**config.mk**
```make
export PLATFORM = sky130hd
export DESIGN_NAME = if_fetch_unit
export DESIGN_NICKNAME = d
export VERILOG_FILES = /design/src/rtl/if_pkg.sv /design/src/rtl/if_fetch_unit_stage_reg.sv /design/src/rtl/if_fetch_unit.sv
export SDC_FILE = /design/constraint.sdc
export NUM_CORES = 1
export LEC_CHECK = 0
export CAP_MARGIN = 10
export CORE_ASPECT_RATIO = 0.75
export CORE_MARGIN = 10
export CORE_UTILIZATION = 38
export CTS_BUF_LIST = sky130_fd_sc_hd__clkbuf_8
export CTS_CLUSTER_SIZE = 28
export DETAILED_ROUTE_END_ITERATION = 16
export PLACE_DENSITY = 0.61
export SLEW_MARGIN = 15
export SYNTH_ARGS = -nofsm -noshare
export SYNTH_HDL_FRONTEND = slang
export SYNTH_SLANG_ARGS = --single-unit
```
**constraint.sdc**
```tcl
create_clock -name clk -period 2.21 [get_ports clk]
set_input_delay 0.3315 -clock clk [delete_from_list [all_inputs] [get_ports clk]]
set_output_delay 0.3315 -clock clk [all_outputs]
set_load 0.03 [all_outputs]
```
**src/rtl/if_pkg.sv**
```systemverilog
// if_pkg: shared fetch-stage types and constants
package if_pkg;
  typedef enum logic [1:0] {FETCH, HOLD, DRAIN} state_t;
  localparam logic [31:0] NOP_DEFAULT = 32'hE1A0_0000;
  localparam logic [31:0] PC_STEP = 32'd4;
endpackage

```
**src/rtl/if_fetch_unit_stage_reg.sv**
```systemverilog
// if_stage_reg: IF/ID pipeline register where flush dominates hold
module if_stage_reg #(
  parameter logic [31:0] NOP_INSTR = if_pkg::NOP_DEFAULT
) (
  input  logic        clk,
  input  logic        rst,
  input  logic        flush,
  input  logic        hold,
  input  logic [31:0] d_pc,
  input  logic [31:0] d_instr,
  input  logic        d_valid,
  output logic [31:0] q_pc,
  output logic [31:0] q_instr,
  output logic        q_valid
);
  always_ff @(posedge clk) begin
    if (rst || flush) begin
      q_pc <= 32'd0;
      q_instr <= NOP_INSTR;
      q_valid <= 1'b0;
    end else if (!hold) begin
      q_pc <= d_pc;
      q_instr <= d_instr;
      q_valid <= d_valid;
    end
  end
endmodule

```
**src/rtl/if_fetch_unit.sv**
```systemverilog
// if_fetch_unit: IF stage owning the PC, the imem request/ready port and the IF/ID register
module if_fetch_unit
  import if_pkg::*;
#(
  parameter logic [31:0] RESET_PC = 32'h0000_0000,
  parameter logic [31:0] NOP_INSTR = NOP_DEFAULT
) (
  input  logic        clk,
  input  logic        rst,
  input  logic        freeze,
  input  logic        Branch_taken,
  input  logic [31:0] Branch_Address,
  output logic        imem_req,
  output logic [31:0] imem_addr,
  input  logic        imem_ready,
  input  logic [31:0] imem_rdata,
  output logic [31:0] PC,
  output logic [31:0] Instruction,
  output logic        IF_valid
);
  state_t state;
  logic [31:0] pc_reg, pc_inc, br_addr, hold_pc, hold_instr, redirect_reg, d_pc, d_instr;
  logic hold_valid, rdy, fetched, d_valid;
  assign imem_req = state != HOLD;
  assign imem_addr = pc_reg;
  assign rdy = imem_ready & imem_req;
  assign fetched = state == FETCH && rdy;
  assign pc_inc = pc_reg + PC_STEP;
  assign br_addr = {Branch_Address[31:2], 2'b00};
  always_comb begin
    d_pc = state == HOLD ? hold_pc : fetched ? pc_inc : PC;
    d_instr = state == HOLD ? hold_instr : fetched ? imem_rdata : NOP_INSTR;
    d_valid = state == HOLD ? hold_valid : fetched;
  end
  always_ff @(posedge clk) begin
    if (rst) begin
      pc_reg <= RESET_PC;
      state <= FETCH;
      hold_valid <= 1'b0;
      hold_pc <= 32'd0;
      hold_instr <= NOP_INSTR;
      redirect_reg <= 32'd0;
    end else if (Branch_taken) begin
      hold_valid <= 1'b0;
      if (state == HOLD || rdy) begin
        pc_reg <= br_addr;
        state <= FETCH;
      end else begin
        redirect_reg <= br_addr;
        state <= DRAIN;
      end
    end else begin
      case (state)
        FETCH: if (rdy) begin
          pc_reg <= pc_inc;
          if (freeze) begin
            hold_pc <= pc_inc;
            hold_instr <= imem_rdata;
            hold_valid <= 1'b1;
            state <= HOLD;
          end
        end
        HOLD: if (!freeze) begin
          hold_valid <= 1'b0;
          state <= FETCH;
        end
        DRAIN: if (rdy) begin
          pc_reg <= redirect_reg;
          state <= FETCH;
        end
        default: state <= FETCH;
      endcase
    end
  end
  if_stage_reg #(.NOP_INSTR(NOP_INSTR)) u_if_id (
    .clk(clk),
    .rst(rst),
    .flush(Branch_taken),
    .hold(freeze),
    .d_pc(d_pc),
    .d_instr(d_instr),
    .d_valid(d_valid),
    .q_pc(PC),
    .q_instr(Instruction),
    .q_valid(IF_valid)
  );
endmodule

```
# Yosys cells after proc, flatten, opt, wreduce, memory -nomap -nowiden
# Index checks and enable logic that the tools add are counted.
[totals]
ff_bits = 194
latch_bits = 0
ram_bits = 0
rom_bits = 0
inputBits = 69
out_inout_bits = 98
elab_cells = 60
mem_count = 0
[classes]
n_addsub = 1
multipliers = 0
div_mod_pow = 0
magnitude_cmp = 0
n_eq_ne = 11
shift = 0
muxes = 21
bitwise = 4
reduce_logical = 14
[op_table]
columns = ["operator", "n"]
rows = [
  ["32-bit two-way mux", 8],
  ["32-bit one-hot mux with 2 select lines", 1],
  ["32-bit by 3-bit adder with 32-bit output (second input constant)", 1],
  ["4-bit AND reduction", 4],
  ["2-bit two-way mux", 6],
  ["3-bit != test (second input constant)", 4],
  ["2-bit != test (second input constant)", 3],
  ["2-bit one-hot mux with 3 select lines", 1],
  ["1-bit two-way mux", 4],
  ["2-bit by 1-bit != test with 1-bit output (second input constant)", 2],
  ["2-bit AND reduction", 2],
  ["2-bit nonzero test", 2],
  ["1-bit inverter", 3],
  ["3-bit nonzero test", 1],
  ["2-bit by 1-bit == test with 1-bit output (second input constant)", 1],
  ["2-bit == test (second input constant)", 1],
  ["2-bit zero test", 1],
  ["1-bit logical OR", 2],
  ["1-bit one-hot mux with 2 select lines", 1],
  ["2-bit OR reduction", 1],
  ["1-bit AND", 1],
  ["1-bit logical AND", 1],
]

# Depth between registers and ports, before layout
# Gate-level depths: netlist (run 1).
[logic_depth]
depth_word = 5
mapped_depth = 8
depth_no_buf = 6

# By module
# From an unflattened synthesis (run 1), not the netlist that was laid out.
[unflattened]
cells_unflattened = 1137
hier_area_um2 = 9207.6
[by_module_without_submodules]
columns = ["module", "instances", "cells_each", "area_per_inst_um2", "seq_area_each_um2"]
rows = [
  ["if_fetch_unit", 1, 926, 6901.6, 2502.4],
  ["if_stage_reg", 1, 211, 2306.0, 1301.2],
]

# Least setup slack after synthesis (run 1)
# No wires, ideal clock.
[synth_path]
path_type = "flip-flop to flip-flop"
startpoint = "register pc_reg[2] (netlist: imem_addr[2])"
endpoint = "register pc_reg[24] (netlist: imem_addr[24])"
arrival_ns = 2.210
setup_slack_ns = -0.074
stages_incl_launch_ff = 7
period_less_slack_ns = 2.284
path_cell_list = "dfxtp_1 -> ha_1 -> nand3_1 -> nor4_4 -> nand4_1 -> or4_1 -> a31oi_1"
[synth_via]
elab_chain_len = 4
[synth_lines]
columns = ["item", "line", "text"]
rows = [
  ["start: declaration", "if_fetch_unit.sv:22", "logic [31:0] pc_reg, pc_inc, br_addr, hold_pc, hold_instr, redirect_reg, d_pc, d_instr;"],
  ["start signal: assignment", "if_fetch_unit.sv:46", "pc_reg <= br_addr;"],
  ["start signal: assignment", "if_fetch_unit.sv:55", "pc_reg <= pc_inc;"],
  ["start signal: assignment", "if_fetch_unit.sv:68", "pc_reg <= redirect_reg;"],
  ["32-bit by 3-bit adder with 32-bit output", "if_fetch_unit.sv:28", "assign pc_inc = pc_reg + PC_STEP;"],
  ["32-bit two-way mux", "if_fetch_unit.sv:54", "FETCH: if (rdy) begin"],
  ["32-bit one-hot mux with 2 select lines", "if_fetch_unit.sv:53", "case (state)"],
  ["32-bit two-way mux", "if_fetch_unit.sv:43", "end else if (Branch_taken) begin"],
]
# Every way passes these cells. The select of a mux whose other input is x is not followed.
# A chain may end at the register's enable or synchronous reset.

# Worst setup path after layout (run 1)
[layout_path]
startpoint = "register pc_reg[3] (netlist: imem_addr[3])"
endpoint = "register pc_reg[28] (netlist: imem_addr[28])"
# The elaborated chain is that of the path after synthesis.

==> results.ini, run 1 <==
[run_status]
status=completed

[sta]
setup_tns_ps=0
fin_skew_ps=16.98
slew_viol_final=0
setup_viol=0
timing.fmax_mhz=474.6
rsz0062_at_grt=no
period_share=0.9535
min_period_ps=2107
hold_viol=0
tightest_slew_ps=1072
max_slew_margin=0.2830
setup_slack_ps=102.8

[placement]
port_buffers=160
placed_area_um2=10840
gp_congestion=0.8746
dpl_worst_slack_ps=96.73
hpwl_um=19200

[cts]
htree_levels=4
clockRootBuffer=clkbuf_8
cts_tree=yes
clockBufferDepth=2
path_clk_slew_ps=110
postCtsSetupBuffers=0
cts_hold_buf=0
clk_latency_ps=480
cts_inserted_buffers=17
cts_resized=3
cts_sinks=188

[yosys]
ys_seq_area_frac=0.4387
synth_top_family_by_area=simple AND/OR/NAND/NOR gates
dominantRegCellSynth=dfxtp_1
yosysTopAreaCellShare=0.4387
yosysUniqueCellTypes=63
synth_adder_area_share=0.001458
synth_area_um2=8579
synth.most_common_cell=nand2_1
async_flop_share=0
synthCells=1084
ys_warn_count=0
synth_mux_area_frac=0.004958
synth_top_area_cell=dfxtp_1
synth-xor-area-share=0.02858
synth.avg_cell_area_um2=7.915
yosys-top-cells-count=199 x nand2_1, 188 x dfxtp_1, 102 x a21oi_1
synth-edff-count=0
ys_ff_latch=188
synth-compound-area-share=0.2169
synth_area_leaders=dfxtp_1 44%, nand2_1 8.7%, a21oi_1 6.0%, a211oi_1 3.7%, nor2_1 3.6%
synth_simple_gate_area_frac=0.2583

[min_path]
whs_path_depth=3
hp-class=primary input to flop

[routing]
vias_per_cell=5.389
drtPass1Iterations=6
drc=0
wirelength_um=27860
drt_iter0_drc=585
avgRoutedWirePerCell_um=17.96
vias=8359
ant_nets=0

[cells_and_area]
fin_util=0.5110
top_regs=hold_instr: 32 flops, u_if_id.q_instr: 32 flops
drive_above_1_share=0.1083
final_nets=1313
finish.instance_area_um2=11300
area_growth_pct=31.69
n_fill_cell=2201

[die]
io_pins=167
die_area_um2=29050
dieHeight_um=150.1
num_rows=47
die_w_um=193.5
core_um2=22110
initial_core_util=0.3880

[setup_path]
r2r_cells=6
endpoint_kind=flop
arrival_ps=2520
crit_type=flop to flop
crit_required_ps=2620
startpoint_type=flop
cp_max_fo=5

[global_route]
track_usage=0.1837
grt_pass1_wl_um=43460
antenna_found_initial=1
first_global_vias=7725
grt_max_degree=63
grt.overflow.total=0

[pwr]
finalPower_w=0.007581
leakage_nw=4.072
irDropWorstVdd_uv=429.6
p_per_area_nw_per_um2=671.0

[flow_run]
cap_violations=0

critical path: stages (launching register included):
cell and delay, ps:
dfxtp_2 340, ha_1 190, nand3_1 230, nor4_4 350, nand3_1 230, or4_1 530
a31oi_1 160
final cells by class:
cell class / instances / area, µm² / area share
Sequential cell: 188 / 3769 / 0.3336
Antenna cell: 1 / 2.502 / 0.0002215
Clock inverter: 14 / 207.7 / 0.01838
Multi-Input combinational cell: 788 / 4419 / 0.3911
Inverter: 17 / 63.81 / 0.005648
Timing Repair Buffer: 231 / 2221 / 0.1966
Clock buffer: 18 / 247.7 / 0.02193
Tap cell: 294 / 367.9 / 0.03256
logic make-up after synthesis:
group	count (synthesis)
compound gates	287
xor+xnor	28
fa+ha+maj	1
buf+inv	111
flops	188
mux	4
other cells	1
simple gates	464
path summary, 6_finish.rpt:
path / start / to / slack, ps
worst max-delay path: imem_addr[3] / imem_addr[28] / 100
worst min-delay path: freeze / u_if_id.q_valid / 210
worst max register to register: imem_addr[3] / imem_addr[28] / 100
worst min register to register: u_if_id.q_pc[4] / u_if_id.q_pc[4] / 460
where the power goes:
part / switching (W) / internal (W) / total, W
registers: 0.000106 / 0.00354 / 0.00364
logic: 0.000766 / 0.000555 / 0.00132
clock network: 0.00133 / 0.00129 / 0.00262
total: 0.00220 / 0.00538 / 0.00758
layer usage:
layer / GRT usage / share of wire
met1: 0.2505 / 0.47
met2: 0.2802 / 0.45
met3: 0.04844 / 0.071
met4: 0.05143 / 0.012
met5: 0 / 0
per-stage QoR:
step / hold slack [ps] / std cells
after CTS: 176.7 / 1550
after global routing: 185.1 / 1551
after detailed placement: 444.6 / 1518
final: 205.6 / 1551
after global placement: 438.1 / 1518
after floorplan: 431.5 / 1087
cell usage in the layout, fill, tap and decap left out, types with 18 or more instances in the layout:
cell,Yosys,layout
nor3_1,46,44
a21oi_1,102,102
o22ai_1,22,22
nor2b_1,33,32
a221oi_1,28,28
nand2_1,199,199
and3_1,21,21
buf_4,4,64
a211oi_1,42,42
dfxtp_1,188,184
o21ai_0,26,26
o211ai_1,19,19
clkdlybuf4s50_1,0,156
nand3_1,24,24
nor2_1,83,81
clkbuf_8,0,18
(Power assumes the default switching activity.)
==> inputs of run 2 (changes only) <==
--- a/config.mk
+++ b/config.mk
@@ -10,6 +10,7 @@
 export CORE_MARGIN = 10
 export CORE_UTILIZATION = 38
 export CTS_BUF_LIST = sky130_fd_sc_hd__clkbuf_8
+export CTS_CLUSTER_DIAMETER = 200
 export CTS_CLUSTER_SIZE = 28
 export DETAILED_ROUTE_END_ITERATION = 16
 export PLACE_DENSITY = 0.61
==> results of run 2 <==
Final layout, timing and power as in run 1 (identical DEF).
==> inputs of run 3 (changes only) <==
--- a/config.mk
+++ b/config.mk
@@ -7,7 +7,6 @@
 export LEC_CHECK = 0
 export CAP_MARGIN = 10
 export CORE_ASPECT_RATIO = 0.75
-export CORE_MARGIN = 10
 export CORE_UTILIZATION = 38
 export CTS_BUF_LIST = sky130_fd_sc_hd__clkbuf_8
 export CTS_CLUSTER_DIAMETER = 200
==> results.ini, run 3 (same netlist as run 1, synthesis figures left out) <==
[routing]
vias=8341  ; -0.22%
avgRoutedWirePerCell_um=16.71  ; -7.0%
drt_iter0_drc=649  ; +11%
drc=0  ; unchanged
vias_per_cell=5.364  ; -0.47%
drtPass1Iterations=5  ; -1
ant_nets=0  ; unchanged
wirelength_um=25980  ; -6.7%

[global_route]
grt.overflow.total=0  ; unchanged
antenna_found_initial=0  ; -1
first_global_vias=7603  ; -1.6%
track_usage=0.2260  ; +0.04235
grt_max_degree=70  ; +11%
grt_pass1_wl_um=41720  ; -4.0%

[sta]
hold_viol=0  ; unchanged
slew_viol_final=0  ; unchanged
setup_tns_ps=0  ; unchanged
tightest_slew_ps=838.8  ; -232.8 ps
setup_slack_ps=135.2  ; +32.41 ps
setup_viol=0  ; unchanged
fin_skew_ps=21.91  ; +4.932 ps
max_slew_margin=0.4408  ; +0.1578
timing.fmax_mhz=482.0  ; +1.6%
period_share=0.9388  ; -0.01466
min_period_ps=2075  ; -32.41 ps

[setup_path]
startpoint_type=flop
endpoint_kind=output pin
arrival_ps=1740  ; -780 ps
crit_type=flop to output pin
crit_required_ps=1880  ; -740 ps
crit_start=imem_addr[5]
slowest_delay_ps=660  ; +130 ps
r2r_slack_ps=150  ; +50 ps
cp_cell_sequence=buf_4, clkdlybuf4s50_1
critPathSlowestCell=clkdlybuf4s50_1
cp_max_fo=4  ; -1
rr_startpoint=imem_addr[2]

[cells_and_area]
layout_commonest_cell=nand2_1
n_fill_cell=2206  ; +0.23%
top_regs=hold_instr: 32 flops, u_if_id.q_instr: 32 flops
seq_area_um2=3766  ; about the same
multi_input_area_um2=4432  ; +0.28%
final_nets=1318  ; +0.38%
drive_above_1_share=0.1102  ; +0.001950
final_cell_mix=199 x nand2_1, 186 x dfxtp_1, 156 x clkdlybuf4s50_1, 102 x a21oi_1, 81 x nor2_1
n_antenna_cell=0  ; -1
area_growth_pct=31.54
fin_util=0.5104  ; -0.0005660

[cts]
htree_levels=4  ; unchanged
cts_tree=yes
postCtsSetupBuffers=0  ; unchanged
clockRootBuffer=clkbuf_8
cts_hold_buf=0  ; unchanged
clockBufferDepth=2  ; unchanged
clk_latency_ps=460  ; -20 ps
cts_inserted_buffers=17  ; unchanged
cts_sinks=188  ; unchanged
path_clk_slew_ps=100  ; about the same

[die]
io_pins=167  ; unchanged
num_rows=47  ; unchanged
core_um2=22110  ; unchanged
initial_core_util=0.3880  ; unchanged
die_w_um=175.5  ; -9.3%
dieHeight_um=132.1  ; -12%
die_area_um2=23190  ; -20%

[placement]
hpwl_um=17530  ; -8.7%
port_buffers=160  ; unchanged
gp_congestion=0.8858  ; +1.3%
dpl_worst_slack_ps=102.2  ; +5.471 ps

[min_path]
worstHoldStart=freeze
hp-class=primary input to flop

[pwr]
leakage_nw=4.067  ; -0.12%
irDropWorstVdd_uv=369.2  ; -14%
finalPower_w=0.007245  ; -4.4%
p_per_area_nw_per_um2=641.9  ; -4.3%

[flow_run]
cap_violations=0  ; unchanged

[run_status]
status=completed

## run 3: cell count changes in the layout (fill, tap and decap cells not counted), moves of 2 or more
cell       previous run  this run
bufinv_16             4         1
clkinv_2              0         2
clkinv_4              4         1
dfxtp_1             184       186
dfxtp_2               4         2
buf_4                64        68
clkbuf_8             18        20
## run 3: worst max-delay path, delay by kind of cell (launching register included)
family	cells	cell delay [ps]
buffers and inverters	2	830
flip-flops	1	450
## run 3: repair_timing
item | 4_1_cts | 5_1_grt
endpoints found under the setup margin | 1 | 2
gates resized for setup | 1 | 2
pin swaps | 0 | 2
## run 3: final cells by class
cell class | instances | area share
Clock buffer | 20 | 0.02439
Tap cell | 294 | 0.03259
Multi-Input combinational cell | 788 | 0.3927
Clock inverter | 12 | 0.009756
Inverter | 17 | 0.005654
Sequential cell | 188 | 0.3337
Timing Repair Buffer | 236 | 0.2012
## run 3: routing by layer
| metal | track usage | wire length, µm |
|---|---|---|
| met3 | 0.04469 | 1465 |
| met1 | 0.3351 | 12990 |
| met5 | 0 | 0 |
| met4 | 0.04203 | 180 |
| met2 | 0.3393 | 11350 |
## run 3: through the flow
stage          hold WS, ps  cell area, µm²  std cells
5_1_grt              221.2           11290       1555
3_5_place_dp         446.9           10890       1523
4_1_cts              175.2           11270       1555
6_report             202.8           11290       1555
2_1_floorplan        431.5            8593       1087
3_3_place_gp         440.5           10890       1523
## run 3: final timing paths
kind / end / cells past startpoint
hold / removal: u_if_id.q_valid / 3
setup / recovery: imem_addr[5] / 2
setup reg to reg: imem_addr[24] / 6
hold reg to reg: u_if_id.q_pc[4] / 2
## run 3: power breakdown
part | switching [W] | total (W) | internal [W] | leakage (nW)
Sequential | 0.000111 | 0.00365 | 0.00354 | 1.53
Combinational | 0.000756 | 0.00132 | 0.000560 | 2.34
Clock | 0.00129 | 0.00228 | 0.000992 | 0.194
